`config.mk`:
```
export PLATFORM = sky130hd
export DESIGN_NAME = enhanced_datapath
export DESIGN_NICKNAME = d
export VERILOG_FILES = /design/src/rtl/enhanced_pkg.sv /design/src/rtl/enhanced_ram.sv /design/src/rtl/enhanced_datapath.sv
export SDC_FILE = /design/constraint.sdc
export NUM_CORES = 1
export LEC_CHECK = 0
export CORE_MARGIN = 2
export CORE_UTILIZATION = 55
export DETAILED_ROUTE_END_ITERATION = 10
export PLACE_DENSITY = 0.73
export SLEW_MARGIN = 20
export SYNTH_ARGS = -nofsm -noshare
export SYNTH_HDL_FRONTEND = slang
export SYNTH_SLANG_ARGS = --single-unit
```
`constraint.sdc`:
```
create_clock -name clock -period 10.13 [get_ports clock]
set_input_delay 2.026 -clock clock [delete_from_list [all_inputs] [get_ports clock]]
set_output_delay 2.026 -clock clock [all_outputs]
set_load 0.03 [all_outputs]
```
`src/rtl/enhanced_pkg.sv`:
```
// Shared constants for the enhanced accumulator processor.
// Opcodes, A-source selects and default widths.
package enhanced_pkg;

  localparam int DEF_DATA_W = 8;
  localparam int DEF_ADDR_W = 5;

  localparam logic [2:0] OP_LOAD  = 3'b000;
  localparam logic [2:0] OP_STORE = 3'b001;
  localparam logic [2:0] OP_ADD   = 3'b010;
  localparam logic [2:0] OP_SUB   = 3'b011;
  localparam logic [2:0] OP_INPUT = 3'b100;
  localparam logic [2:0] OP_JZ    = 3'b101;
  localparam logic [2:0] OP_JPOS  = 3'b110;
  localparam logic [2:0] OP_HALT  = 3'b111;

  localparam logic [1:0] ASEL_ADDSUB = 2'b00;
  localparam logic [1:0] ASEL_IN     = 2'b01;
  localparam logic [1:0] ASEL_MEM    = 2'b10;
  localparam logic [1:0] ASEL_ZERO   = 2'b11;

endpackage

```
`src/rtl/enhanced_ram.sv`:
```
// Unified program/data RAM: async read, sync write.
// Program-load port wins over the core write port.
module enhanced_ram
  import enhanced_pkg::*;
#(
  parameter int DATA_W = DEF_DATA_W,
  parameter int ADDR_W = DEF_ADDR_W
) (
  input  logic              clk,
  input  logic              core_we,
  input  logic [ADDR_W-1:0] core_addr,
  input  logic [DATA_W-1:0] core_wdata,
  input  logic              prog_we,
  input  logic [ADDR_W-1:0] prog_addr,
  input  logic [DATA_W-1:0] prog_data,
  input  logic [ADDR_W-1:0] raddr,
  output logic [DATA_W-1:0] rdata
);

  localparam int DEPTH = 2 ** ADDR_W;

  logic [DATA_W-1:0] mem_q [DEPTH];
  logic              wr_en;
  logic [ADDR_W-1:0] wr_addr;
  logic [DATA_W-1:0] wr_data;

  // Pick the single write that happens this edge.
  always_comb begin
    wr_en   = core_we;
    wr_addr = core_addr;
    wr_data = core_wdata;
    if (prog_we) begin
      wr_en   = 1'b1;
      wr_addr = prog_addr;
      wr_data = prog_data;
    end
  end

  // Memory array write; contents survive reset.
  always_ff @(posedge clk) begin
    if (wr_en) mem_q[wr_addr] <= wr_data;
  end

  assign rdata = mem_q[raddr];

endmodule

```
`src/rtl/enhanced_datapath.sv`:
```
// Accumulator datapath: PC, IR, A, add/sub and RAM.
// Driven by the control-unit FSM's control word.
module enhanced_datapath
  import enhanced_pkg::*;
#(
  parameter int DATA_W = DEF_DATA_W,
  parameter int ADDR_W = DEF_ADDR_W
) (
  input  logic              clock,
  input  logic              reset,
  input  logic              IRload,
  input  logic              JMPmux,
  input  logic              PCload,
  input  logic              Meminst,
  input  logic              MemWr,
  input  logic [1:0]        Asel,
  input  logic              Aload,
  input  logic              Sub,
  input  logic              Halt,
  input  logic [DATA_W-1:0] input_data,
  input  logic              prog_we,
  input  logic [ADDR_W-1:0] prog_addr,
  input  logic [DATA_W-1:0] prog_data,
  output logic [2:0]        ir,
  output logic              Aeq0,
  output logic              Apos,
  output logic [DATA_W-1:0] output_value,
  output logic [ADDR_W-1:0] pc_value,
  output logic              halted
);

  logic [ADDR_W-1:0] pc_q, pc_d;
  logic [DATA_W-1:0] ir_q, ir_d;
  logic [DATA_W-1:0] a_q, a_d;
  logic              halted_q, halted_d;

  logic [ADDR_W-1:0] ir_addr;
  logic [ADDR_W-1:0] mem_addr;
  logic [DATA_W-1:0] rdata;
  logic [DATA_W-1:0] alu_res;
  logic [DATA_W-1:0] a_src;
  logic              run;

  assign ir_addr  = ir_q[ADDR_W-1:0];
  assign mem_addr = Meminst ? ir_addr : pc_q;
  assign run      = ~halted_q;

  enhanced_ram #(
    .DATA_W(DATA_W),
    .ADDR_W(ADDR_W)
  ) u_ram (
    .clk       (clock),
    .core_we   (MemWr & run & ~reset),
    .core_addr (mem_addr),
    .core_wdata(a_q),
    .prog_we   (prog_we & ~reset),
    .prog_addr (prog_addr),
    .prog_data (prog_data),
    .raddr     (mem_addr),
    .rdata     (rdata)
  );

  // Add/sub unit and A source mux.
  always_comb begin
    alu_res = Sub ? (a_q - rdata) : (a_q + rdata);
    a_src   = '0;
    unique case (Asel)
      ASEL_ADDSUB: a_src = alu_res;
      ASEL_IN:     a_src = input_data;
      ASEL_MEM:    a_src = rdata;
      ASEL_ZERO:   a_src = '0;
    endcase
  end

  // Next-state for PC, IR, A and halt flag.
  always_comb begin
    pc_d     = pc_q;
    ir_d     = ir_q;
    a_d      = a_q;
    halted_d = halted_q;
    if (run) begin
      if (PCload) pc_d = JMPmux ? ir_addr : pc_q + 1'b1;
      if (IRload) ir_d = rdata;
      if (Aload)  a_d  = a_src;
      if (Halt)   halted_d = 1'b1;
    end
  end

  // Architectural registers with synchronous reset.
  always_ff @(posedge clock) begin
    if (reset) begin
      pc_q     <= '0;
      ir_q     <= '0;
      a_q      <= '0;
      halted_q <= 1'b0;
    end else begin
      pc_q     <= pc_d;
      ir_q     <= ir_d;
      a_q      <= a_d;
      halted_q <= halted_d;
    end
  end

  assign ir           = ir_q[DATA_W-1:DATA_W-3];
  assign Aeq0         = (a_q == '0);
  assign Apos         = ~a_q[DATA_W-1] & (a_q != '0);
  assign output_value = a_q;
  assign pc_value     = pc_q;
  assign halted       = halted_q;

endmodule

```
After elaboration in Yosys (flattened, before gate mapping)

Memory sizes are Yosys's and may differ from the RTL's.
Cells that the tools add are included.

Multiplexer cells: 11
Eq/ne operators: 3
Add/subtract/negate cells: 3
Bitwise gates (word level): 7
Reductions and logical operators: 6

Operator list:

| kind                                                                  | count |
|---|---|
| 8-bit one-hot mux with 4 select lines                                 | 1 |
| 8-bit 2-to-1 mux                                                      | 2 |
| 5-bit 2-to-1 mux                                                      | 3 |
| 8-bit adder                                                           | 1 |
| 8-bit logical NOT                                                     | 1 |
| 8-bit nonzero test                                                    | 1 |
| 8-bit subtractor                                                      | 1 |
| 2-bit AND reduction                                                   | 3 |
| 5-bit by 1-bit adder with 5-bit output, second input constant         | 1 |
| 1-bit 2-to-1 mux                                                      | 5 |
| 1-bit bitwise AND                                                     | 4 |
| 2-bit equality test, second input constant                            | 2 |
| 1-bit NOT                                                             | 3 |
| 2-bit by 1-bit equality test with 1-bit output, second input constant | 1 |
| 2-bit logical NOT                                                     | 1 |

RAM bits: 256
Bits in registers: 22
Output and inout bits: 19
Bits of input ports: 34
Memories: 1

Memories:

| memory      | depth | width | read ports | clocked after Yosys merged registers in | write ports | line               | RTL |
|---|---|---|---|---|---|---|---|
| u_ram.mem_q | 32    | 8     | 1          | 0                                       | 1           | enhanced_ram.sv:22 | `logic [DATA_W-1:0] mem_q [DEPTH];` |

Depth between registers and ports, before layout

Depth in word-level cells: 6
Gate-level depth with buffers: 25
Depth with buffers taken out: 20

Cells and area by module

A second synthesis with hierarchy kept.

Cells, all modules: 626
Area, all modules: 11652.4 µm²

By module, submodules not included:

| module            | seq. area each (µm²) | area each (µm²) | instances | cells each |
|---|---|---|---|---|
| enhanced_ram      | 7687.4               | 10073.4         | 1         | 431 |
| enhanced_datapath | 440.4                | 1579.0          | 1         | 195 |

Least setup slack after synthesis

OpenSTA, ideal clock, no wires.

Path kind: input to register
Start: input port Meminst
End: register a_q[5] (netlist: output_value[5])
Arrival time: 5.875 ns
Stages on the path: 24
Path slack: 4.164 ns
Data required time: 10.039 ns
Buffers on the path: 5
Path through: buf_6 mux2_4 buf_6 buf_4 buf_4 buf_4 mux4_2 a21oi_1 o41ai_1 nand3_1 ha_1 inv_1 o21ai_0 inv_1 ha_1 nor2b_1 o21ai_0 a21oi_1 o21a_1 nor2_1 xnor2_1 nor2_1 a211o_1 a311oi_1

Longest elaborated chain between the ends: 5

Ends and longest elaborated chain:

| what                                            | line                    | RTL |
|---|---|---|
| from (decl)                                     | enhanced_datapath.sv:14 | `input logic Meminst,` |
| 5-bit 2-to-1 mux *                              | enhanced_datapath.sv:45 | `assign mem_addr = Meminst ? ir_addr : pc_q;` |
| memory read 32 x 8 bit *                        | --                      |  |
| 8-bit adder or 8-bit subtractor (tied branches) | enhanced_datapath.sv:65 | `alu_res = Sub ? (a_q - rdata) : (a_q + rdata);` |
| 8-bit 2-to-1 mux                                | enhanced_datapath.sv:65 |  |
| 8-bit one-hot mux with 4 select lines *         | enhanced_datapath.sv:67 | `unique case (Asel)` |
| to (signal assigned)                            | enhanced_datapath.sv:94 | `a_q <= '0;` |
| to (signal assigned)                            | enhanced_datapath.sv:99 | `a_q <= a_d;` |
| to (decl)                                       | enhanced_datapath.sv:34 | `logic [DATA_W-1:0] a_q, a_d;` |

Mark *: on every way between the ends. The rest lies on a longest branch, timed or not.
A chain may end at the register's enable or synchronous reset.

Worst setup path after layout

Same ends and word-level chain as after synthesis.

==> summary.txt <==
Logic synthesis
  • Syn_area_per_cell: 14.9 µm²
  • Synth Net Count: 864
  • Synth Cell Area: 0.0122 mm²
  • Cells after Synth: between 800 and 900
  • Ys flop type: edfxtp_1
  • Post-Synth Adder-Cell Area: approximately 1.1%
  • FF+latch count, synth: 278
  • Compound-Gate Fraction of Synth Area: 9.16%
  • Synth Area in Simple Gates: 8.02%
  • XOR/XNOR Fraction of Synth Area: 0.859%
  • Post-synth EDFFs: 256
  • Mux cell area share after synthesis: approximately 12%
  • Async SR Flop Fraction: 0%
  • Register area share after synthesis: 66.5%
  • Synth unique cells: 63
  • Largest family of logic cells by synthesized area: multiplexers
  • Synth warn: 0

Clock tree
  • Cts-stage hold buffer count: 0
  • Total CTS buffers: 28
  • Reg clk slew, reported paths: ~0.06 ns
  • Post-CTS sizing: 0
  • CTS root buf: clkbuf_16
  • CTS max path bufs: 3
  • # Post-CTS Setup Buffers: 0
  • Clock sink count: 278
  • CTS tree: yes
  • H-tree depth: 1
  • Skew-Pair Late Insertion Delay: 0.53 ns

Worst setup path
  • Crit. End Element: flip-flop
  • Highest-delay cell along the critical path: buf_4
  • Crit-path cells: clkdlybuf4s50_1 > buf_4 > mux2_4 > buf_4 > mux4_2 > a22oi_1 > nand3_1 > nand3_1 > ha_1 > inv_1 > o21ai_0 > inv_1 > ha_1 > nor2b_1 > o21ai_0 > a21oi_1 > o21a_1 > nor2_1 > xnor2_1 > nor2_1 > a211o_1 > a311oi_1
  • Worst Path Buf+Inv: 5
  • Crit path max-delay family: buffers and inverters
  • Length in cells of the worst reg-to-reg path: 20
  • CP startpoint: Meminst
  • CP Launch Type: input port
  • Crit path max fanout: 44
  • Worst r2r dst: output_value[5]
  • Max incr delay on CP: around 0.64 ns
  • Critical R2R Launch: ir_q[1]
  • Setup slack, reg-to-reg: 4.71 ns
  • WP data arrival: 7.52 ns
  • Worst EP required: 10.56 ns
  • CP Class: in -> reg

Final layout
  • Total Nets Final: around 900
  • Area growth syn-to-layout: 12.2%
  • Share of cells above drive strength 1: 9.98%
  • Final design utilization: 62.9%
  • Fin cells: between 1000 and 1500
  • # diodes: 0
  • FILL cells: 1574

STA
  • RSZ-0062 raised after global routing: no
  • Max Slew Vio Count: 0
  • Fin crit share: a little over two thirds
  • Setup TNS: 0 ns
  • Setup violators final: 0
  • FMAX: approximately 140 MHz
  • Least-Margin Pin Slew: 1.20 ns
  • PnR worst setup slack: 3.03 ns
  • Final Hold Viols: 0
  • Max-slew headroom: about 19%
  • Worst Clk Skew: 0.0105 ns
  • Crit path time final: 7.10 ns

Detailed routing
  • Post-route ant nets: 0
  • First DRT Iteration DRCs: 980
  • DRC: 0
  • DR vias: around 7500
  • First-pass DRT Iterations: 6
  • Vias/cell: 6.50
  • Wire per inst: roughly 25 µm
  • Routed WL: 29200 µm

Floorplan
  • Initial core utilization: 56.0%
  • DIE AREA: 0.0234 mm²
  • DIE WIDTH: between 150 and 200 µm
  • Core area: 0.0218 mm²
  • Ports: 53
  • Die Ht: 153 µm
  • Num rows: 54

Global route
  • Vias in the first global route: 7351
  • First-pass GRT wire length: ~44000 µm
  • Remaining Overflow, GRT: 0
  • Initial antenna violation count: 0
  • Overall Global Routing Usage: 25.0%
  • Largest net degree at the start of global routing: 45

Placement
  • Post-DP HPWL: 18900 µm
  • Pre-CTS setup slack: 2.58 ns
  • Port bufs: 52
  • Final Wtd Congestion: 0.923
  • Placed Instances: 1113

Power
  • VDD IR max: 0.134 mV
  • PnR Total Power: 2.63 mW
  • Pwr dens: 192 mW/mm²
  • Leakage: 4.48 nW

Hold path
  • Hold path start: ir_q[5]
  • Hold EP: ir_q[5]
  • Worst min path class: reg -> reg
  • Worst hold stages: 2

Job
  • Number of max-cap violations: 0

Run status
  • Status: finished, final reports clean
through the flow:
stage | instance area (µm²) | hold WS, ns
2_1_floorplan | 12200 | 0.478
3_3_place_gp | 12900 | 0.494
3_5_place_dp | 12900 | 0.505
4_1_cts | 13700 | 0.514
5_1_grt | 13700 | 0.536
6_report | 13700 | 0.512
cell usage in the layout (no fill, tap or decap), types with 14 or more instances in the layout:
cell type	n
nand3_1	14
nand2_1	62
mux2i_1	35
mux4_1	15
o21ai_0	24
nor2_1	74
a21oi_1	32
dfxtp_1	22
a22oi_1	15
clkdlybuf4s50_1	52
nand2b_1	22
edfxtp_1	256
clkbuf_16	29
mux4_2	24
inv_1	20
how the worst max path moves through the flow:
stage                      end  slack [ns]  depth (start not counted)
2_1_floorplan  output_value[5]        4.16                         24
3_3_place_gp   output_value[5]        2.71                         22
3_5_place_dp   output_value[5]        2.58                         22
4_1_cts        output_value[5]        3.12                         22
5_1_grt        output_value[5]        2.61                         22
6_report       output_value[5]        3.03                         22
synthesized netlist by cell type (4+ instances only):
master | instances | area [µm²]
edfxtp_1 | 256 | 7690
nor2_1 | 74 | 278
nand2_1 | 62 | 233
mux2i_1 | 35 | 350
a21oi_1 | 32 | 160
mux4_2 | 24 | 541
o21ai_0 | 24 | 120
dfxtp_1 | 22 | 440
nand2b_1 | 22 | 138
inv_1 | 20 | 75.1
clkbuf_1 | 17 | 63.8
a22oi_1 | 15 | 113
mux4_1 | 15 | 394
nand3_1 | 14 | 70.1
a211oi_1 | 13 | 97.6
a31oi_1 | 13 | 81.3
buf_2 | 11 | 55.1
a221oi_1 | 10 | 87.6
nor3_1 | 10 | 50.1
ha_1 | 9 | 113
mux2_2 | 9 | 101
xnor2_1 | 9 | 78.8
buf_6 | 8 | 90.1
buf_4 | 7 | 52.6
nor2b_1 | 7 | 43.8
a32oi_1 | 6 | 52.6
a41oi_1 | 5 | 43.8
o211ai_1 | 5 | 37.5
o31ai_1 | 5 | 37.5
and3_1 | 4 | 25.0
nor3b_1 | 4 | 30.0
cells by family after synthesis:
family / after synthesis
xor+xnor: 12
compound gates: 160
buf+inv: 66
flops: 278
mux: 85
simple gates: 209
fa+ha+maj: 10
cell type report:
cell class	count	area [µm²]	share of cell area, %
Clock inverter	16	97.6	0.711
Inverter	20	75.1	0.547
Sequential cell	278	8130	59.2
Tap cell	280	350	2.55
Multi-Input combinational cell	476	3750	27.4
Timing Repair Buffer	59	573	4.18
Clock buffer	33	741	5.40
worst min-delay path, delay by kind of cell (launching register included):
family           cells  cell delay [ns]
flip-flops           1             0.32
AO/OA/AOI/OAI        1             0.05
AND/OR/NAND/NOR      1             0.10
where the power goes:
part	internal (mW)	total, mW	leakage, nW	switching [mW]
sequential	1.29	1.31	2.52	0.0183
combinational	0.144	0.378	1.55	0.234
clock	0.541	0.944	0.412	0.403
total	1.98	2.63	4.48	0.655
sequential cells by signal (all words and copies together) (netlist names):
register,flops
output_value,8
ir_q,8
pc_value,5
u_ram.mem_q,256
halted,1
layer usage:
metal	wire length [µm]	GRT usage, %
met5	0	0
met4	1180	9.79
met3	2680	5.44
met2	13700	39.2
met1	11600	34.4
Note: power is estimated with default switching activity, not from simulation.
